### src/rtl/vga_pkg.sv
// Shared VGA timing constants and types for the 640x480@60 display path.
// Renderers import this for coordinates and the sync bundle layout.
package vga_pkg;

  localparam int H_VISIBLE = 640;
  localparam int H_FP      = 16;
  localparam int H_SYNC    = 96;
  localparam int H_BP      = 48;
  localparam int V_VISIBLE = 480;
  localparam int V_FP      = 10;
  localparam int V_SYNC    = 2;
  localparam int V_BP      = 33;

  localparam int H_TOTAL = H_VISIBLE + H_FP + H_SYNC + H_BP;
  localparam int V_TOTAL = V_VISIBLE + V_FP + V_SYNC + V_BP;

  localparam int COORD_W    = 10;
  localparam int RENDER_LAT = 2;

  typedef logic [COORD_W-1:0] coord_t;

  typedef struct packed {
    logic hs;
    logic vs;
    logic blank;
  } sync_t;

endpackage

### src/rtl/vga_if.sv
// Scan-out bundle from the timing generator to renderers and game logic.
// master drives coordinates and sync; slave consumes them.
interface vga_if;
  import vga_pkg::*;

  coord_t      DrawX;
  coord_t      DrawY;
  logic        hs;
  logic        vs;
  logic        blank;
  logic        sync;
  logic        vblank_start;
  logic [15:0] frame_count;

  modport master (
    output DrawX, DrawY, hs, vs, blank,
    output sync, vblank_start, frame_count
  );

  modport slave (
    input DrawX, DrawY, hs, vs, blank,
    input sync, vblank_start, frame_count
  );

endinterface

### src/rtl/sig_delay.sv
// W-bit, D-deep shift register loaded with rst_val_i on reset.
// D=0 degenerates to a wire.
module sig_delay #(
  parameter int W = 1,
  parameter int D = 1
) (
  input  logic         clk_i,
  input  logic         rst_i,
  input  logic [W-1:0] rst_val_i,
  input  logic [W-1:0] d_i,
  output logic [W-1:0] q_o
);

  generate
    if (D == 0) begin : g_pass
      logic unused;
      assign unused = ^{clk_i, rst_i, rst_val_i};
      assign q_o = d_i;
    end else begin : g_pipe
      logic [W-1:0] q_q [D];

      always_ff @(posedge clk_i) begin
        if (rst_i) begin
          for (int i = 0; i < D; i++) begin
            q_q[i] <= rst_val_i;
          end
        end else begin
          q_q[0] <= d_i;
          for (int i = 1; i < D; i++) begin
            q_q[i] <= q_q[i-1];
          end
        end
      end

      assign q_o = q_q[D-1];
    end
  endgenerate

endmodule

### src/rtl/vga_timing_gen.sv
// Pixel/line counters, sync decode and frame pulse for the VGA path.
// hs/vs/blank are delayed to align with the renderers' RGB registers.
module vga_timing_gen #(
  parameter int H_VISIBLE  = vga_pkg::H_VISIBLE,
  parameter int H_FP       = vga_pkg::H_FP,
  parameter int H_SYNC     = vga_pkg::H_SYNC,
  parameter int H_BP       = vga_pkg::H_BP,
  parameter int V_VISIBLE  = vga_pkg::V_VISIBLE,
  parameter int V_FP       = vga_pkg::V_FP,
  parameter int V_SYNC     = vga_pkg::V_SYNC,
  parameter int V_BP       = vga_pkg::V_BP,
  parameter int PIPE_DELAY = vga_pkg::RENDER_LAT
) (
  input logic   vga_clk,
  input logic   reset,
  vga_if.master vga
);
  import vga_pkg::*;

  localparam int HT = H_VISIBLE + H_FP + H_SYNC + H_BP;
  localparam int VT = V_VISIBLE + V_FP + V_SYNC + V_BP;

  localparam coord_t X_LAST = coord_t'(HT - 1);
  localparam coord_t Y_LAST = coord_t'(VT - 1);
  localparam coord_t X_VIS  = coord_t'(H_VISIBLE);
  localparam coord_t Y_VIS  = coord_t'(V_VISIBLE);
  localparam coord_t HS_BEG = coord_t'(H_VISIBLE + H_FP);
  localparam coord_t HS_END = coord_t'(H_VISIBLE + H_FP + H_SYNC);
  localparam coord_t VS_BEG = coord_t'(V_VISIBLE + V_FP);
  localparam coord_t VS_END = coord_t'(V_VISIBLE + V_FP + V_SYNC);

  localparam sync_t SYNC_IDLE = '{hs: 1'b1, vs: 1'b1, blank: 1'b0};

  coord_t      x_q, x_d;
  coord_t      y_q, y_d;
  logic        vb_q, vb_d;
  logic [15:0] frame_q, frame_d;
  sync_t       raw;
  sync_t       dly;

  always_comb begin
    x_d = x_q + coord_t'(1);
    y_d = y_q;
    if (x_q == X_LAST) begin
      x_d = '0;
      y_d = (y_q == Y_LAST) ? '0 : y_q + coord_t'(1);
    end
    // Pulse and count land together, in the cycle showing (0, V_VISIBLE)
    vb_d    = (x_d == '0) && (y_d == Y_VIS);
    frame_d = frame_q + 16'(vb_d);
  end

  always_ff @(posedge vga_clk) begin
    if (reset) begin
      x_q     <= '0;
      y_q     <= '0;
      vb_q    <= 1'b0;
      frame_q <= '0;
    end else begin
      x_q     <= x_d;
      y_q     <= y_d;
      vb_q    <= vb_d;
      frame_q <= frame_d;
    end
  end

  always_comb begin
    raw       = SYNC_IDLE;
    raw.blank = (x_q < X_VIS) && (y_q < Y_VIS);
    raw.hs    = !((x_q >= HS_BEG) && (x_q < HS_END));
    raw.vs    = !((y_q >= VS_BEG) && (y_q < VS_END));
  end

  sig_delay #(
    .W ($bits(sync_t)),
    .D (PIPE_DELAY)
  ) u_dly (
    .clk_i     (vga_clk),
    .rst_i     (reset),
    .rst_val_i (SYNC_IDLE),
    .d_i       (raw),
    .q_o       (dly)
  );

  assign vga.DrawX        = x_q;
  assign vga.DrawY        = y_q;
  assign vga.hs           = dly.hs;
  assign vga.vs           = dly.vs;
  assign vga.blank        = dly.blank;
  assign vga.sync         = 1'b0;
  assign vga.vblank_start = vb_q;
  assign vga.frame_count  = frame_q;

endmodule

### src/flat_wrapper.sv
// flat-port wrapper written by rule: the top's interface ports become plain ports
module vga_timing_gen_flat import vga_pkg::*;
#(
  parameter int H_VISIBLE  = vga_pkg::H_VISIBLE,
  parameter int H_FP       = vga_pkg::H_FP,
  parameter int H_SYNC     = vga_pkg::H_SYNC,
  parameter int H_BP       = vga_pkg::H_BP,
  parameter int V_VISIBLE  = vga_pkg::V_VISIBLE,
  parameter int V_FP       = vga_pkg::V_FP,
  parameter int V_SYNC     = vga_pkg::V_SYNC,
  parameter int V_BP       = vga_pkg::V_BP,
  parameter int PIPE_DELAY = vga_pkg::RENDER_LAT
)
  (vga_clk, reset, vga_DrawX, vga_DrawY, vga_hs, vga_vs, vga_blank, vga_sync, vga_vblank_start, vga_frame_count);
  vga_if vga_i ();
  input logic vga_clk;
  input logic reset;
  output wire logic [$bits(vga_i.DrawX)-1:0] vga_DrawX;
  output wire logic [$bits(vga_i.DrawY)-1:0] vga_DrawY;
  output wire logic [$bits(vga_i.hs)-1:0] vga_hs;
  output wire logic [$bits(vga_i.vs)-1:0] vga_vs;
  output wire logic [$bits(vga_i.blank)-1:0] vga_blank;
  output wire logic [$bits(vga_i.sync)-1:0] vga_sync;
  output wire logic [$bits(vga_i.vblank_start)-1:0] vga_vblank_start;
  output wire logic [$bits(vga_i.frame_count)-1:0] vga_frame_count;
  assign vga_DrawX = vga_i.DrawX;
  assign vga_DrawY = vga_i.DrawY;
  assign vga_hs = vga_i.hs;
  assign vga_vs = vga_i.vs;
  assign vga_blank = vga_i.blank;
  assign vga_sync = vga_i.sync;
  assign vga_vblank_start = vga_i.vblank_start;
  assign vga_frame_count = vga_i.frame_count;
  vga_timing_gen #(.H_VISIBLE(H_VISIBLE), .H_FP(H_FP), .H_SYNC(H_SYNC), .H_BP(H_BP), .V_VISIBLE(V_VISIBLE), .V_FP(V_FP), .V_SYNC(V_SYNC), .V_BP(V_BP), .PIPE_DELAY(PIPE_DELAY)) u_core (.vga_clk(vga_clk), .reset(reset), .vga(vga_i));
endmodule
### config.mk
export PLATFORM = sky130hd
export DESIGN_NAME = vga_timing_gen_flat
export DESIGN_NICKNAME = d
export VERILOG_FILES = /design/src/rtl/vga_pkg.sv /design/src/rtl/vga_if.sv /design/src/rtl/sig_delay.sv /design/src/rtl/vga_timing_gen.sv /design/src/flat_wrapper.sv
export SDC_FILE = /design/constraint.sdc
export NUM_CORES = 1
export LEC_CHECK = 0
export BUFFER_PORTS_ARGS = -buffer_cell sky130_fd_sc_hd__buf_2
export CAP_MARGIN = 25
export CORE_MARGIN = 2
export CORE_UTILIZATION = 57
export CTS_CLUSTER_DIAMETER = 60
export DETAILED_ROUTE_END_ITERATION = 12
export PLACE_DENSITY = 0.93
export SYNTH_ARGS = -nofsm -noshare
export SYNTH_HDL_FRONTEND = slang
export SYNTH_SLANG_ARGS = --single-unit
### constraint.sdc
create_clock -name vga_clk -period 7.7 [get_ports vga_clk]
set_input_delay 0 -clock vga_clk [delete_from_list [all_inputs] [get_ports vga_clk]]
set_output_delay 0 -clock vga_clk [all_outputs]
set_load 0.1 [all_outputs]
==> results of run 1 <==
-- path summary, 6_finish.rpt --
kind,startpoint,end,slack [ps],cells after the start
setup / recovery,u_core.vga.DrawX[0],u_core.vga.frame_count[14],4410,13
hold / removal,reset,u_core.vga.DrawX[9],180,2
setup reg to reg,u_core.vga.DrawX[0],u_core.vga.frame_count[14],4410,13
hold reg to reg,u_core.u_dly.g_pipe.q_q[0][1],u_core.u_dly.g_pipe.q_q[0][4],420,1
-- through the flow --
| step | cell area, µm² | instances | setup slack [ps] |
|---|---|---|---|
| floorplan | 2100 | 239 | 3850 |
| global placement | 2300 | 316 | 4620 |
| detailed placement | 2300 | 316 | 4500 |
| CTS | 2440 | 324 | 4380 |
| global route | 2440 | 324 | 4030 |
| finish | 2440 | 324 | 4410 |
-- critical path: stages, from the launching register on --
cell and delay, ps:
dfxtp_1 440, ha_1 270, nand3_2 170, or4_4 600, a211oi_2 190, o2111ai_2 140, nor3_1 160, ha_1 190
ha_1 200, nand2_1 100, nor2_1 230, nand3_1 160, xnor2_1 220, nor2_1 70
-- kinds of logic (layout without fill, tap and decap cells) --
family                     after synthesis  count (layout)  synth area share (%)
other                                    1               1                 0.179
adders and majority gates                6               6                  3.58
DFF                                     43              43                  41.1
muxes                                    1               1                 0.478
xor gates and xnor gates                28              28                  11.7
buffers and inverters                   21              58                  4.42
AOI/OAI and AO/OA                       24              24                  7.88
and+or+nand+nor                        115             115                  30.7
-- Yosys cell counts, types with 2 or more instances --
master | instances | share of area, %
nor4_1 | 3 | 0.90
dfxtp_1 | 43 | 41
and4_1 | 2 | 0.84
inv_1 | 9 | 1.6
xnor2_1 | 16 | 6.7
nand4b_1 | 2 | 0.84
a21oi_1 | 6 | 1.4
nor2_1 | 32 | 5.7
xor2_1 | 12 | 5.0
nor4_2 | 2 | 1.2
nand4_1 | 12 | 3.6
ha_1 | 6 | 3.6
o21ai_1 | 2 | 0.48
nor2b_1 | 5 | 1.5
or3_1 | 5 | 1.5
nand3_1 | 13 | 3.1
clkbuf_1 | 8 | 1.4
or2_1 | 2 | 0.60
buf_2 | 2 | 0.48
nor3_1 | 11 | 2.6
and3_1 | 3 | 0.90
o211ai_1 | 2 | 0.72
o21ai_0 | 5 | 1.2
nand2_1 | 12 | 2.1
or2_2 | 3 | 0.90
-- layout make-up --
| cell class | count | area share, % |
|---|---|---|
| repair buffers | 41 | 8.41 |
| well taps | 48 | 2.46 |
| multi-input cells | 175 | 46.8 |
| clock buffers | 5 | 2.82 |
| inverters | 9 | 1.39 |
| clock inverters | 3 | 2.77 |
| flip-flops and latches | 43 | 35.3 |
-- registers in the layout (all words and copies together) (netlist names) --
register and cells:
u_core.vga.vblank_start 1, u_core.vga.DrawY 10, u_core.u_dly.g_pipe.q_q 6, u_core.vga.DrawX 10
u_core.vga.frame_count 16
-- layer usage --
metal	global-route usage [%]	up-vias	wire length [µm]
li1	-	902	-
met1	28.1	855	1970
met2	39.3	59	2220
met3	4.51	7	197
met4	10.1	0	82
met5	0	-	0
-- power by group through the flow --
stage          Sequential, W  Clock, W  Combinational, W
6_report            0.000228  0.000209         0.0000295
3_3_place_gp        0.000233         0         0.0000294
3_5_place_dp        0.000233         0         0.0000294
4_1_cts             0.000228  0.000210         0.0000295
5_1_grt             0.000229  0.000218         0.0000308
2_1_floorplan       0.000248         0         0.0000108
==> metrics.yaml, run 1 <==
status: "finished, final reports clean"
place.gp.congestion: 0.937
syn_to_final_growth_pct: 16.4
skew_ps: 6.45
crit_path_start_kind: "flip-flop"
drtIter0Drc: 148
core.rowCount: 22
fin_crit_sh_pct: 42.7
die_x_um: 64.6
clk_path_buf_depth: 2
postCtsSetupBuffers: 0
synth_area_mm2: 0.00210
vdd_drop_max_mv: 0.138
coreArea_mm2: 0.00361
overflow: 0
mostFrequentLayoutCell: "dfxtp_1"
combPwrFrac_pct: 6.3
clkLatencyLatePin_ps: 300
power_w: 0.000467
netlist_instances: 239
cp_max_fo: 7
clk_pin_slew_worst_paths_ps: 80
endpoint_kind: "flip-flop"
drc: 0
synth.avg_cell_area_um2: 8.77
wl_per_cell_um: 13.8
swShare_pct: 23.2
fmaxAchievable_mhz: 304
initial_core_util_pct: 58.1
tritoncts: "yes"
p_leak_nw: 0.988
die_area_mm2: 0.00418
rsz0062_at_grt: "false"
cts_made_buffers: 5
cp_data_required_time_ps: 7870
utilization_pct: 67.6
dr.pass1.iters: 5
final_cell_mix: "43 x dfxtp_1, 41 x buf_2, 32 x nor2_1"
synth-edff-count: 0
die_h_um: 64.6
ant_nets: 0
grt_max_degree: 36
ctsRootBufferMaster: "clkbuf_8"
powerDensity_mw_per_mm2: 191
nFillCells: 297
ys_async_sr_fraction_pct: 0
p_clk_share_pct: 44.8
post_cts_resized: 0
clock_sinks: 43
final_max_slew_viol_count: 0
synth_warnings: 0
htreeDepth: 2
fin_hold_ws_ps: 177
synth_seq_area_share_pct: 41.1
switchingPower_w: 0.000108
multi_input_area_mm2: 0.00114
vias: 1823
synth_seq_cells: 43
grt_antenna_before_repair: 0
synth_cell_type_count: 46
fin_setup_tns_ps: 0
grt_pass1_wl_um: 7360
worst_slew_pin_slew_ps: 660
cp.arrival_ps: 3460
cell_internal_pwr_w: 0.000359
hold_violations: 0
relSlewSlack_pct: 55.9
hold_path.class: "input port to flip-flop"
drt-total-wl_um: 4480
cap_violations: 0
p_seq_share_pct: 48.9
dp_hpwl_um: 3190
via_per_inst: 5.63
finalCriticalPeriod_ps: 3290
cts_hold_buf: 0
io_buffers: 41
syn_nets: 247
regArea_um2: 861
crit_type: "flip-flop to flip-flop"
final_net_count: 283
grt_usage_pct: 23.0
setup_viol_count_final: 0
drive_gt1_share_pct: 21.7
io_pins: 43
antenna_cells: 0
synthFlopType: "dfxtp_1"
grt_pass1_vias: 1618
(Power assumes the default switching activity.)
==> inputs of run 2 (changes only) <==
- ABC_AREA: unset -> 1
- CORE_UTILIZATION: 57 -> 54
- PLACE_DENSITY: 0.93 -> 0.89
- clock period: 7.7 -> 3.3 ns (I/O delays scaled with it)
==> run 2 against run 1 <==
The flow now finishes with violations (setup timing). Critical endpoint is now u_core.vga.frame_count[12]. Highest routed layer unchanged. Synthesized cell count grew 28%. Clock power grew 100%. Sequential cell count is the same.
==> metrics.yaml, run 2 <==
power_w: 0.00102  # +120%
post-place-ws_ps: 42.4  # -4450 ps
synth_area_mm2: 0.00213  # +1.8%
place.gp.congestion: 0.933  # -0.35%
skew_ps: 10.9  # +4.46 ps
coreArea_mm2: 0.00372  # +3.1%
netlist_instances: 306  # +28%
io_pins: 43  # unchanged
grt_usage_pct: 25.6  # +2.6 points
violations: "setup timing"
largest_reg_flops: 16  # unchanged
drive_gt1_share_pct: 30.1  # +8.3 points
grt_pass1_wl_um: 8580  # +16%
setup_viol_count_final: 1  # +1
synth.avg_cell_area_um2: 6.97  # -20%
grt_antenna_before_repair: 0  # unchanged
cts_made_buffers: 5  # unchanged
p_leak_nw: 1.23  # +24%
cp_max_fo: 6  # -1
yosysMostFrequentCell: "nand2_1"
finalCriticalPeriod_ps: 3310  # +23.5 ps
wl_per_cell_um: 14.4  # +4.5%
via_per_inst: 5.49  # -2.5%
final_net_count: 363  # +28%
vdd_drop_max_mv: 0.217  # +57%
vias: 2216  # +22%
synth_warnings: 0  # unchanged
cap_violations: 0  # unchanged
die_x_um: 66.9  # +3.4%
status: "finished, violations left"
mostFrequentLayoutCell: "nand2_1"
die_h_um: 66.9  # +3.4%
core.rowCount: 22  # unchanged
hold_violations: 0  # unchanged
die_area_mm2: 0.00447  # +7.0%
rsz0062_at_grt: "true"
hold_path.class: "input port to flip-flop"
syn_to_final_growth_pct: 26.4
dp_hpwl_um: 3680  # +15%
endpoint_kind: "flip-flop"
ant_nets: 0  # unchanged
grt_pass1_vias: 1883  # +16%
synth_commonest_cells: "54 x nand2_1, 52 x nor2_1, 43 x dfxtp_1, 43 x inv_1, 26 x nand3_1"
overflow: 0  # unchanged
fin_crit_sh_pct: 100  # +58 points
clkLatencyLatePin_ps: 310  # about the same
crit_path_start_kind: "flip-flop"
ys_async_sr_fraction_pct: 0  # unchanged
final_cell_mix: "51 x nand2_1, 45 x nor2_1, 43 x inv_1"
drtIter0Drc: 369  # +150%
antenna_cells: 0  # unchanged
ctsRootBufferMaster: "clkbuf_8"
initial_core_util_pct: 57.4  # -0.71 points
syn_nets: 314  # +27%
fmaxAchievable_mhz: 302  # -0.71%
powerDensity_mw_per_mm2: 377  # +97%
grt_max_degree: 31  # -14%
synth_cell_type_count: 30  # -35%
drc: 0  # unchanged
clk_pin_slew_worst_paths_ps: 80  # about the same
crit_type: "flip-flop to flip-flop"
io_buffers: 41  # unchanged
setup_slack_ps: -14.3  # -4420 ps
relSlewSlack_pct: 60.7  # +4.8 points
synthFlopType: "dfxtp_1"
htreeDepth: 2  # unchanged
synth_area_leader_cell: "dfxtp_1"
dr.pass1.iters: 5  # unchanged
synth-edff-count: 0  # unchanged
cp_data_required_time_ps: 3490  # -4380 ps
tritoncts: "yes"
final_max_slew_viol_count: 0  # unchanged
synth_seq_cells: 43  # unchanged
synth_top_area_share_pct: 40.4  # -0.72 points
worst_slew_pin_slew_ps: 584  # -76.7 ps
synth_seq_area_share_pct: 40.4  # -0.72 points
clk_path_buf_depth: 2  # unchanged
drt-total-wl_um: 5830  # +30%
clock_sinks: 43  # unchanged
cp.arrival_ps: 3500  # +40 ps
yosys-top-cells-area: "dfxtp_1 40%, nand2_1 9.5%, nor2_1 9.1%"
## run 2: per-stage QoR
| step | std cells | utilization [%] | setup TNS (ps) | hold slack (ps) | cell area, µm² |
|---|---|---|---|---|---|
| after floorplan | 306 | - | 0 | 257 | 2170 |
| after global placement | 389 | 64.7 | 0 | 392 | 2400 |
| after detailed placement | 389 | 64.7 | 0 | 403 | 2400 |
| after CTS | 397 | 68.1 | 0 | 163 | 2530 |
| after global routing | 404 | 72.6 | -427 | 199 | 2700 |
| final | 404 | 72.6 | -14.3 | 178 | 2700 |
## run 2: final timing paths
check | startpoint | endpoint | slack (ps) | cells after the start
worst min-delay path | reset | u_core.u_dly.g_pipe.q_q[0][3] | 180 | 2
worst max-delay path | u_core.vga.DrawX[1] | u_core.vga.frame_count[12] | -10 | 22
worst min register to register | u_core.u_dly.g_pipe.q_q[0][0] | u_core.u_dly.g_pipe.q_q[0][3] | 420 | 2
worst max register to register | u_core.vga.DrawX[1] | u_core.vga.frame_count[12] | -10 | 22
## run 2: layer usage
metal  up-vias  GRT usage, %  share of wire, %
li1       1077             -                 -
met3        18          7.09               7.4
met2       104          40.6                49
met4         0          10.2               2.9
met5         -             0                 0
met1      1017          32.7                41
## run 2: repair_timing
item / in CTS / in global routing
cloned: 0 / 0
setup buffers: 0 / 7
setup endpoints to repair: 2 / 5
gates resized for setup: 1 / 27
hold buffers: 0 / 0
pin swaps: 0 / 11
## run 2: final cells by class
cell class              instances  area, µm²
repair buffers                 48        262
well taps                      48       60.1
multi-input cells             212       1180
flip-flops and latches         43        898
fillers                       268       1020
inverters                      45        170
clock buffers                   8        123
## run 2: critical path, cell delays in order, from the launching register on
cell and delay [ps]:
dfxtp_4 380, ha_4 170, nand2_4 60, nor2_4 170
nand2_4 100, nor2_8 140, nor2_1 70, nor2_1 110
nand3_1 90, nor2_1 100, nand3_1 140, nor2_2 150
ha_2 210, ha_4 150, nand2_4 60, nor2_4 130
nand2_2 70, nor3_2 190, nand2_1 130, nor2_2 160
nand2_2 100, o21ai_0 230, a21oi_1 60
## run 2: logic make-up (layout without fill, tap and decap cells)
logic type,count (synthesis),in the layout,share of synthesized area (%)
other,1,1,0.176
adder cells (fa/ha/maj),6,6,3.52
flip-flops,43,43,40.4
AND/OR/NAND/NOR,172,172,37.3
XOR/XNOR,6,6,2.46
AO/OA/AOI/OAI,27,27,6.63
buffers and inverters,51,101,9.56
## run 2: power breakdown
| group | switching (W) | internal (W) | leakage (nW) | total [W] |
|---|---|---|---|---|
| clock | 0.000184 | 0.000242 | 0.0618 | 0.000426 |
| sequential | 0.00000600 | 0.000520 | 0.359 | 0.000526 |
| combinational | 0.0000537 | 0.0000114 | 0.804 | 0.0000651 |
| total | 0.000244 | 0.000773 | 1.23 | 0.00102 |
==> inputs of run 3 (changes only) <==
- ABC_AREA: 1 -> 0
- CORE_UTILIZATION: 54 -> 53
- PLACE_DENSITY: 0.89 -> 0.88
==> run 3 against run 2 <==
The flow now finishes without violations. First-iteration DRC count shrank 64%. Non-clock buffer count shrank 6. Count of clock-buffer cells in the layout shrank 2. Sequential cell count is the same. Final cell count shrank 20%. Die area is essentially flat. Maximum frequency grew 8.7%. Sequential share of layout area grew 2.6 points. Clock skew shrank 3.9 ps. Critical path depth shrank 12. Total power shrank 2.0%. Register-to-register slack gained 270 ps. Critical endpoint is now u_core.vga.frame_count[9]. Largest power group unchanged. Highest routed layer unchanged.
==> metrics.yaml, run 3 (synthesis results as in run 1) <==
status: "finished, final reports clean"
final_net_count: 284  # -22%
die_x_um: 66.9  # about the same
drc: 0  # unchanged
grt_pass1_vias: 1655  # -12%
place.gp.congestion: 0.917  # -1.8%
cell_internal_pwr_w: 0.000758  # -2.0%
power_w: 0.000997  # -2.0%
cp_slowest_cell: "or4_4"
vdd_drop_max_mv: 0.251  # +16%
syn_to_final_growth_pct: 17.3
die_area_mm2: 0.00447  # about the same
p_leak_nw: 0.988  # -19%
largest_reg_flops: 16  # unchanged
hold_path.class: "input port to flip-flop"
dr.pass1.iters: 4  # -1
drive_gt1_share_pct: 28.3  # -1.8 points
die_h_um: 66.9  # about the same
tritoncts: "yes"
overflow: 0  # unchanged
crit_chain: "or2_1, or4_4, a211oi_2, o2111ai_2, nor3_1, ha_1, nand3_1, or2_4, or3_1, a21oi_1"
combPwrFrac_pct: 7.0  # +0.6 points
final_max_slew_viol_count: 0  # unchanged
drt-total-wl_um: 4650  # -20%
finalCriticalPeriod_ps: 3050  # -266 ps
cap_violations: 0  # unchanged
antenna_cells: 0  # unchanged
via_per_inst: 5.62  # +2.4%
skew_ps: 6.98  # -3.93 ps
core.rowCount: 22  # unchanged
clock_sinks: 43  # unchanged
switchingPower_w: 0.000240  # -1.9%
postCtsSetupBuffers: 0  # unchanged
io_buffers: 41  # unchanged
drtIter0Drc: 131  # -64%
ant_nets: 0  # unchanged
ctsRootBufferMaster: "clkbuf_8"
cp_max_fo: 7  # +1
dp_hpwl_um: 3300  # -10%
cp.arrival_ps: 3270  # -230 ps
clkLatencyLatePin_ps: 300  # about the same
clk_path_buf_depth: 2  # unchanged
powerDensity_mw_per_mm2: 406  # +7.5%
relSlewSlack_pct: 59.1  # -1.6 points
crit_type: "flip-flop to flip-flop"
grt_usage_pct: 22.8  # -2.8 points
mostFrequentLayoutCell: "buf_2"
crit_path_start_kind: "flip-flop"
vias: 1820  # -18%
final_cell_mix: "41 x buf_2, 31 x nor2_1, 29 x dfxtp_1"
grt_antenna_before_repair: 0  # unchanged
swShare_pct: 24.0  # +0.030 points
worst_slew_pin_slew_ps: 612  # +28.5 ps
initial_core_util_pct: 56.0  # -1.4 points
clk_pin_slew_worst_paths_ps: 80  # about the same
cp_data_required_time_ps: 3520  # +30 ps
cts_made_buffers: 5  # unchanged
slowest_delay_ps: 570  # +190 ps
grt_pass1_wl_um: 7660  # -11%
fin_hold_ws_ps: 200  # +22.2 ps
p_seq_share_pct: 53.4  # +1.7 points
hold_violations: 0  # unchanged
rsz0062_at_grt: "false"
fin_setup_tns_ps: 0  # +14.3 ps
p_clk_share_pct: 39.6  # -2.3 points
htreeDepth: 2  # unchanged
fmaxAchievable_mhz: 328  # +8.7%
grt_max_degree: 36  # +16%
fin_crit_sh_pct: 92.4  # -8.1 points
coreArea_mm2: 0.00374  # +0.74%
io_pins: 43  # unchanged
endpoint_kind: "flip-flop"
wl_per_cell_um: 14.4  # -0.50%
setup_viol_count_final: 0  # -1
-- run 3: changes by cell type in the layout (fill, tap and decap cells not counted), sizes merged, moves of 8 or more --
cell | before | now
nor2 | 55 | 32
nand4 | 4 | 12
inv | 44 | 9
nand3 | 28 | 14
xnor2 | 0 | 16
nand2 | 57 | 12
nor3 | 21 | 12
a21oi | 15 | 6
-- run 3: per-stage QoR --
stage          instances  setup slack, ps  util (%)  cell area [µm²]
6_report             324              252      65.6             2460
5_1_grt              324             63.4      65.6             2460
4_1_cts              324              145      65.0             2430
3_5_place_dp         317              176      62.3             2330
3_3_place_gp         317              292      62.3             2330
2_1_floorplan        239             15.6         -             2120
-- run 3: path summary, 6_finish.rpt --
kind	cells past startpoint	startpoint	slack, ps	to
max reg2reg	10	u_core.vga.DrawX[5]	250	u_core.vga.frame_count[9]
min	2	reset	200	u_core.vga.DrawX[6]
max	10	u_core.vga.DrawX[5]	250	u_core.vga.frame_count[9]
min reg2reg	1	u_core.u_dly.g_pipe.q_q[0][1]	420	u_core.u_dly.g_pipe.q_q[0][4]
-- run 3: final cells by class --
type                       count  area [µm²]
fill                         325        1290
multi-input combinational    175        1160
clock buffer                   6        72.6
timing repair buffer          42         213
tap                           48        60.1
clock inverter                 1        30.0
inverter                       9        33.8
sequential                    43         883
-- run 3: repair_timing --
action	CTS	global route
gates resized for setup	0	6
endpoints found under the setup margin	0	8
hold buffers	0	0
-- run 3: power by group through the flow --
stage | clock network (W) | logic, W | registers [W]
floorplan | 0 | 0.0000250 | 0.000579
global placement | 0 | 0.0000692 | 0.000544
detailed placement | 0 | 0.0000693 | 0.000545
CTS | 0.000401 | 0.0000694 | 0.000533
global route | 0.000428 | 0.0000742 | 0.000534
finish | 0.000395 | 0.0000696 | 0.000533
-- run 3: metal layers --
layer / share of wire, % / track usage [%]
met1: 43 / 29.0
met2: 49 / 37.0
met3: 5.4 / 4.56
met4: 2.1 / 10.5
met5: 0 / 0
-- run 3: worst max-delay path, delay by kind of cell (launching register included) --
family | cells | cell delay (ps)
flip-flops | 1 | 360
adder cells (fa/ha/maj) | 1 | 210
AND/OR/NAND/NOR | 6 | 1940
AO/OA/AOI/OAI | 3 | 470
